==> src/rtl/cb_reg_bus_master.sv <==
// cb_reg_bus_master: single-command initiator for the CB switch register bus.
// Accepts one read/write command, issues one bus transaction and returns one
// response. Read waits are bounded by RD_TIMEOUT cycles.
// Optional: define CB_REG_MASTER_WR_VERIFY_EN to read back every write and flag
// a mismatch in the response.
module cb_reg_bus_master #(
    parameter int REG_ADDR_BUS_WIDTH = 8,
    parameter int REG_DATA_BUS_WIDTH = 16,
    parameter int RD_TIMEOUT         = 16
) (
    input  logic                          i_clk,
    input  logic                          i_rst,
    input  logic                          i_cmd_valid,
    output logic                          o_cmd_ready,
    input  logic                          i_cmd_wr,
    input  logic [REG_ADDR_BUS_WIDTH-1:0] i_cmd_addr,
    input  logic [REG_DATA_BUS_WIDTH-1:0] i_cmd_wdata,
    output logic                          o_switch_reg_bus_we,
    output logic [REG_ADDR_BUS_WIDTH-1:0] o_switch_reg_bus_we_addr,
    output logic [REG_DATA_BUS_WIDTH-1:0] o_switch_reg_bus_we_din,
    output logic                          o_switch_reg_bus_we_din_v,
    output logic                          o_switch_reg_bus_rd,
    output logic [REG_ADDR_BUS_WIDTH-1:0] o_switch_reg_bus_rd_addr,
    input  logic [REG_DATA_BUS_WIDTH-1:0] i_switch_reg_bus_rd_dout,
    input  logic                          i_switch_reg_bus_rd_dout_v,
    output logic                          o_rsp_valid,
    input  logic                          i_rsp_ready,
    output logic                          o_rsp_wr,
    output logic [REG_DATA_BUS_WIDTH-1:0] o_rsp_rdata,
    output logic                          o_rsp_err,
    output logic                          o_busy,
    output logic [7:0]                    o_timeout_cnt
);

    typedef enum logic [2:0] {
        IDLE,
        WRITE,
        READ_REQ,
        READ_WAIT,
        RESP
    } state_t;

    // Wait-counter value of the last READ_WAIT cycle before giving up.
    localparam logic [7:0] WAIT_LAST = 8'(RD_TIMEOUT - 1);

    state_t                        state_q, state_d;
    logic                          wr_q, wr_d;
    logic [REG_ADDR_BUS_WIDTH-1:0] addr_q, addr_d;
    logic [REG_DATA_BUS_WIDTH-1:0] wdata_q, wdata_d;
    logic [7:0]                    waitCnt_q, waitCnt_d;
    logic [REG_DATA_BUS_WIDTH-1:0] rdata_q, rdata_d;
    logic                          err_q, err_d;
    logic [7:0]                    timeoutCnt_q, timeoutCnt_d;

    logic                          cmdReady_q, cmdReady_d;
    logic                          we_q, we_d;
    logic [REG_ADDR_BUS_WIDTH-1:0] weAddr_q, weAddr_d;
    logic [REG_DATA_BUS_WIDTH-1:0] weDin_q, weDin_d;
    logic                          rd_q, rd_d;
    logic [REG_ADDR_BUS_WIDTH-1:0] rdAddr_q, rdAddr_d;
    logic                          rspValid_q, rspValid_d;
    logic                          rspWr_q, rspWr_d;
    logic [REG_DATA_BUS_WIDTH-1:0] rspRdata_q, rspRdata_d;
    logic                          rspErr_q, rspErr_d;
    logic                          busy_q, busy_d;

    // Next-state logic, then registered outputs decoded from the state being entered.
    always_comb begin
        state_d      = state_q;
        wr_d         = wr_q;
        addr_d       = addr_q;
        wdata_d      = wdata_q;
        waitCnt_d    = waitCnt_q;
        rdata_d      = rdata_q;
        err_d        = err_q;
        timeoutCnt_d = timeoutCnt_q;

        cmdReady_d   = 1'b0;
        we_d         = 1'b0;
        weAddr_d     = '0;
        weDin_d      = '0;
        rd_d         = 1'b0;
        rdAddr_d     = '0;
        rspValid_d   = 1'b0;
        rspWr_d      = 1'b0;
        rspRdata_d   = '0;
        rspErr_d     = 1'b0;

        case (state_q)
            IDLE: begin
                if (i_cmd_valid && cmdReady_q) begin
                    wr_d    = i_cmd_wr;
                    addr_d  = i_cmd_addr;
                    wdata_d = i_cmd_wdata;
                    state_d = i_cmd_wr ? WRITE : READ_REQ;
                end
            end
            WRITE: begin
                rdata_d = '0;
                err_d   = 1'b0;
`ifdef CB_REG_MASTER_WR_VERIFY_EN
                state_d = READ_REQ;
`else
                state_d = RESP;
`endif
            end
            READ_REQ: begin
                waitCnt_d = '0;
                state_d   = READ_WAIT;
            end
            READ_WAIT: begin
                waitCnt_d = waitCnt_q + 8'd1;
                if (i_switch_reg_bus_rd_dout_v) begin
                    rdata_d = i_switch_reg_bus_rd_dout;
`ifdef CB_REG_MASTER_WR_VERIFY_EN
                    err_d   = wr_q && (i_switch_reg_bus_rd_dout != wdata_q);
`else
                    err_d   = 1'b0;
`endif
                    state_d = RESP;
                end else if (waitCnt_q == WAIT_LAST) begin
                    rdata_d = '0;
                    err_d   = 1'b1;
                    if (timeoutCnt_q != 8'hFF) begin
                        timeoutCnt_d = timeoutCnt_q + 8'd1;
                    end
                    state_d = RESP;
                end
            end
            RESP: begin
                if (i_rsp_ready) begin
                    state_d = IDLE;
                end
            end
            default: state_d = IDLE;
        endcase

        case (state_d)
            IDLE:     cmdReady_d = 1'b1;
            WRITE: begin
                we_d     = 1'b1;
                weAddr_d = addr_d;
                weDin_d  = wdata_d;
            end
            READ_REQ: begin
                rd_d     = 1'b1;
                rdAddr_d = addr_d;
            end
            RESP: begin
                rspValid_d = 1'b1;
                rspWr_d    = wr_d;
                rspRdata_d = rdata_d;
                rspErr_d   = err_d;
            end
            default: ;
        endcase

        busy_d = (state_d != IDLE);
    end

    // State, captured command and output registers; reset returns everything to idle zeros.
    always_ff @(posedge i_clk) begin
        if (i_rst) begin
            state_q      <= IDLE;
            wr_q         <= 1'b0;
            addr_q       <= '0;
            wdata_q      <= '0;
            waitCnt_q    <= '0;
            rdata_q      <= '0;
            err_q        <= 1'b0;
            timeoutCnt_q <= '0;
            cmdReady_q   <= 1'b0;
            we_q         <= 1'b0;
            weAddr_q     <= '0;
            weDin_q      <= '0;
            rd_q         <= 1'b0;
            rdAddr_q     <= '0;
            rspValid_q   <= 1'b0;
            rspWr_q      <= 1'b0;
            rspRdata_q   <= '0;
            rspErr_q     <= 1'b0;
            busy_q       <= 1'b0;
        end else begin
            state_q      <= state_d;
            wr_q         <= wr_d;
            addr_q       <= addr_d;
            wdata_q      <= wdata_d;
            waitCnt_q    <= waitCnt_d;
            rdata_q      <= rdata_d;
            err_q        <= err_d;
            timeoutCnt_q <= timeoutCnt_d;
            cmdReady_q   <= cmdReady_d;
            we_q         <= we_d;
            weAddr_q     <= weAddr_d;
            weDin_q      <= weDin_d;
            rd_q         <= rd_d;
            rdAddr_q     <= rdAddr_d;
            rspValid_q   <= rspValid_d;
            rspWr_q      <= rspWr_d;
            rspRdata_q   <= rspRdata_d;
            rspErr_q     <= rspErr_d;
            busy_q       <= busy_d;
        end
    end

    assign o_cmd_ready               = cmdReady_q;
    assign o_switch_reg_bus_we       = we_q;
    assign o_switch_reg_bus_we_addr  = weAddr_q;
    assign o_switch_reg_bus_we_din   = weDin_q;
    assign o_switch_reg_bus_we_din_v = we_q;
    assign o_switch_reg_bus_rd       = rd_q;
    assign o_switch_reg_bus_rd_addr  = rdAddr_q;
    assign o_rsp_valid               = rspValid_q;
    assign o_rsp_wr                  = rspWr_q;
    assign o_rsp_rdata               = rspRdata_q;
    assign o_rsp_err                 = rspErr_q;
    assign o_busy                    = busy_q;
    assign o_timeout_cnt             = timeoutCnt_q;

endmodule

==> config.mk <==
export PLATFORM = sky130hd
export DESIGN_NAME = cb_reg_bus_master
export DESIGN_NICKNAME = d
export VERILOG_FILES = /design/src/rtl/cb_reg_bus_master.sv
export SDC_FILE = /design/constraint.sdc
export NUM_CORES = 1
export LEC_CHECK = 0
export ABC_CLOCK_PERIOD_IN_PS = 3400
export CORE_MARGIN = 3
export CORE_UTILIZATION = 47
export CTS_CLUSTER_DIAMETER = 30
export DETAILED_ROUTE_END_ITERATION = 8
export PLACE_DENSITY = 0.94
export SKIP_LAST_GASP = 1
export SYNTH_ARGS = -nofsm -noshare
export SYNTH_HDL_FRONTEND = slang
export SYNTH_SLANG_ARGS = --single-unit
==> constraint.sdc <==
create_clock -name i_clk -period 3.4 [get_ports i_clk]
set_input_delay 0.68 -clock i_clk [delete_from_list [all_inputs] [get_ports i_clk]]
set_output_delay 0.68 -clock i_clk [all_outputs]
set_load 0.01 [all_outputs]
# Word-level counts from Yosys, hierarchy flattened
# Cells that the tools add are included.
# totals
wordCells	66
register_bits	116
# classes
add_sub_neg	2
muxes	23
reduce_logical	9
bitwise	4
n_eq_ne	9
# ops
cell	n
16-bit 2-to-1 mux	4
16-bit one-hot mux with 2 select lines	1
8-bit by 1-bit adder with 8-bit output (second input constant)	2
8-bit 2-to-1 mux	2
8-bit one-hot mux with 2 select lines	1
3-bit one-hot mux with 5 select lines	1
3-bit 2-to-1 mux	4
3-bit by 2-bit == test with 1-bit output (second input constant)	3
8-bit by 4-bit == test with 1-bit output (second input constant)	1
1-bit 2-to-1 mux	8
8-bit inequality test (second input constant)	1
3-bit by 1-bit == test with 1-bit output (second input constant)	2
3-bit == test (second input constant)	2
3-bit logical NOT	2
2-bit OR reduction	3
1-bit inverter	4
4-bit AND reduction	1
3-bit nonzero test	1
2-bit 2-to-1 mux	1
1-bit one-hot mux with 2 select lines	1
2-bit nonzero test	1
1-bit logical AND	1

# Logic depth before layout (Yosys ltp)
# depth
ltp_word	7
ltp_mapped	7

# Least setup slack after synthesis
# Ideal clock, no wire load.
# synth_path
kind	register -> register
start	register waitCnt_q[4]
end	register timeoutCnt_q[5] (netlist: o_timeout_cnt[5])
t_required_ns	3.285
n_path_buf	1
stages_incl_launch_ff	6
slack_ns	1.306
period_less_slack_ns	2.094
t_arrival_ns	1.979
cell_sequence	dfxtp_1 > or4_4 > or4_4 > clkbuf_8 > o31a_1 > o21a_1
# synth_via
elab_chain_cells	2
# synth_rtl
item	line_no	text
start: declaration	50	logic [7:0] waitCnt_q, waitCnt_d;
start signal: assignment	188	waitCnt_q <= waitCnt_d;
8-bit by 4-bit == test with 1-bit output	121	end else if (waitCnt_q == WAIT_LAST) begin
4-bit AND reduction (no line)	--	
end signal: assignment	191	timeoutCnt_q <= timeoutCnt_d;
end: declaration	53	logic [7:0] timeoutCnt_q, timeoutCnt_d;
# Every way passes these cells.
# A chain may end at the register's enable or synchronous reset.

# Final worst setup path
# layout_path
start	register waitCnt_q[4]
end	register rspRdata_q[10] (netlist: o_rsp_rdata[10])
# layout_via
elab_chain_cells	7
# layout_rtl
item	line_no	text
8-bit by 4-bit == test with 1-bit output *	121	
3-bit 2-to-1 mux	121	
3-bit 2-to-1 mux	113	if (i_switch_reg_bus_rd_dout_v) begin
3-bit one-hot mux with 5 select lines	89	case (state_q)
3-bit == test	138	case (state_d)
1-bit inverter (no line)	--	
2-bit OR reduction (no line)	--	
end signal: assignment	200	rspRdata_q <= rspRdata_d;
end: declaration	63	logic [REG_DATA_BUS_WIDTH-1:0] rspRdata_q, rspRdata_d;
# Mark *: on every way between the ends. The rest lies on a longest branch, timed or not.

==> results by group <==
Yosys
  • Post-synthesis cell area: 3098 µm²
  • Synth top cells by count: dfxtp_1, a21oi_1, and2_1, nand2_1, o21ai_0
  • Yosys top cell by area: dfxtp_1
  • Synth Warn #: 0
  • Top cells by area, synth: dfxtp_1, a21oi_1, and2_1
  • Syn Nets: 368
  • Number of synthesized flops with an enable pin: 0
  • Post-synth top area share: 59.45%
  • Async SR Flop Fraction: 0%
  • Flops & latches, synth: 92
  • Synthesized area per cell: 9.681 µm²
  • Syn Inst Count: 320
  • Synth Flop Type: dfxtp_1
  • Yosys cell types: 43
  • Count leader, synth: dfxtp_1
  • Register area share after synthesis: 59.45%

Pwr
  • Internal: 1.659 mW
  • Logic pwr share: 9.2%
  • VDD IR-drop max: 0.3380 mV
  • Sw Share: 23.96%
  • Clock Power Share: 39.4%
  • Net switching power: 522.8 µW
  • Reg power frac: 51.4%
  • Pwr dens: 490.7 nW/µm²
  • Lkg Pwr: 1.607 nW

CTS
  • Cts repair resizes: 0
  • Num Clock Sinks: 92
  • Total setup buffers inserted after CTS: 0
  • Reg clk slew, reported paths: 0.09 ns
  • H-tree depth: 3
  • Num CTS Buffers: 9
  • Clock Latency Late Sink: 0.36 ns
  • Post-CTS Hold Buffers: 0
  • TritonCTS clock tree: built
  • CTS root buffer: clkbuf_8
  • CTS Buffer Depth: 2

Global routing
  • Antenna violations before repair: 0
  • GR Layer Usage met2: 37.89%
  • First-pass GRT wire length: 12.84 mm
  • GR peak layer: met2
  • Met1 global-route usage: 22.99%
  • M3 GR Usage: 11.83%
  • Largest net degree at the start of global routing: 35
  • Overall routing resource usage: 22.00%
  • Vias in the first global route: 2,839
  • Total gr overflow: 0

Floorplan
  • Num ports: 110
  • Die width: 87.19 µm
  • Die Y-Extent: 87.19 µm
  • Cell row count: 28
  • Die ar.: 7601 µm²
  • Initial Utilization: 50.24%
  • Placeable Area: 6166 µm²

Placed design
  • DP Worst Slack: 0.7277 ns
  • IO Port Bufs: 109
  • Dpl cells: 488
  • Post-DP HPWL: 5.745 mm
  • Gpl congestion: 0.8763

Setup path
  • CP required: 3.67 ns
  • Critical path peak fanout: 20
  • Largest stage delay on the critical path: 0.62 ns
  • Setup CP Type: reg2reg
  • Worst-path cell chain: or4_4 > o211a_1 > a211o_1 > a21oi_1
  • Worst path slowest cell: a211o_1
  • Worst EP arrival: 2.57 ns
  • Crit. End Element: flip-flop
  • Startpoint types: flip-flop

Layout
  • Fillcell total: 438
  • Antenna diodes: 0
  • Area Overhead vs Synth: 43.50%
  • Register Area: 1842 µm²
  • Area of the multi-input gates: 1131 µm²
  • Share of cells above drive strength 1: 5.128%
  • Fin nets: 472
  • Non-Filler Instances: 504

STA
  • Slew Viols, Final: 0
  • Tcrit/Tclk final: 67.61%
  • RSZ-0062 raised after global routing: false
  • Final setup slack of the worst path: 1.101 ns
  • Fin. Hold Viols: 0
  • Worst-Margin Slew: 1.063 ns
  • Slew headroom: 28.76%
  • Sum Neg Setup Slack: 0 ns
  • Min Tclk post-route: 2.299 ns
  • Fmax: 435.0 MHz
  • # setup viols final: 0
  • Fin Clk Skew: 0.01374 ns

Routing
  • 1st-pass router iterations: 4
  • Total Wirelength: 8.025 mm
  • DRC errors left: 0
  • WL per Instance: 15.92 µm
  • Vias: 2,713
  • Post-route ant nets: 0
  • Starting DRT DRC Count: 78
  • Vias per cell: 5.383

Flow run
  • Max-cap viol count: 0

Status
  • Status: completed

Min path
  • Hold crit path type: reg2reg
[cells in the final DEF, fill, tap and decap left out, types with 2 or more instances in the layout]
cell type	instances
xnor2_1	2
nor2_1	21
nand3_1	6
nand2_1	25
ha_1	2
nor3_1	7
inv_6	2
or4_1	4
o21ai_0	22
nand3b_1	2
nand4_1	2
and4_1	2
nor4_1	3
buf_4	2
a21oi_1	45
clkdlybuf4s50_1	109
inv_1	8
o31ai_1	3
bufinv_16	2
and2_1	32
nand2b_1	2
or4_4	2
clkbuf_8	10
dfxtp_1	92
nand4b_1	2
[sequential cells by signal (all words and copies together), names as in the netlist, 3 cells and up]
name,cells
o_timeout_cnt,8
waitCnt_q,8
state_q,3
rdata_q,16
o_switch_reg_bus_rd_addr,8
o_rsp_rdata,16
o_switch_reg_bus_we_addr,8
o_switch_reg_bus_we_din,16
[metrics by stage]
step                area [µm²]  utilization, %  total power [mW]  hold WS, ns
finish                    4446           72.10             2.181       0.4748
global route              4446           72.10             2.261       0.5192
CTS                       4446           72.10             2.195       0.4777
detailed placement        4203           68.16             1.346       0.4644
global placement          4203           68.16             1.338       0.4590
floorplan                 3098               -             1.234       0.4492
[per-layer routing]
layer  wire length (µm)  vias to the layer above
li1                   -                     1308
met1               3036                     1283
met2               4017                      116
met3                917                        6
met4                 54                        0
met5                  0                        -
[critical path: cells and delay by family, from the launching register on]
family / cells / cell delay [ns]
DFF: 1 / 0.36
and+or+nand+nor: 1 / 0.56
AOI/OAI and AO/OA: 3 / 1.29
[final cells by class]
cell class | instances | share of cell area [%]
timing repair buffer | 111 | 24.88
sequential | 92 | 41.43
tap | 75 | 2.111
multi-input combinational | 202 | 25.44
inverter | 8 | 0.6755
clock inverter | 6 | 2.364
clock buffer | 10 | 3.096
[worst paths after layout]
check	start	to	slack, ns	cells after the start
worst max-delay path	waitCnt_q[4]	o_rsp_rdata[10]	1.10	4
worst min-delay path	waitCnt_q[1]	waitCnt_q[1]	0.47	2
worst max register to register	waitCnt_q[4]	o_rsp_rdata[10]	1.10	4
worst min register to register	waitCnt_q[1]	waitCnt_q[1]	0.47	2
[power groups by stage]
| stage | Sequential (mW) | Combinational, mW | Clock (mW) |
|---|---|---|---|
| 3_5_place_dp | 1.15 | 0.200 | 0 |
| 5_1_grt | 1.13 | 0.221 | 0.915 |
| 3_3_place_gp | 1.14 | 0.194 | 0 |
| 2_1_floorplan | 1.15 | 0.0865 | 0 |
| 4_1_cts | 1.12 | 0.202 | 0.871 |
| 6_report | 1.12 | 0.201 | 0.859 |
[kinds of logic after synthesis]
group / Yosys count / share of synthesized area (%)
simple gates: 117 / 20.52
flops: 92 / 59.45
compound gates: 79 / 13.85
buf+inv: 26 / 4.200
xor+xnor: 3 / 0.8483
fa+ha+maj: 2 / 0.8076
mux: 1 / 0.3231
(Power assumes the default switching activity.)
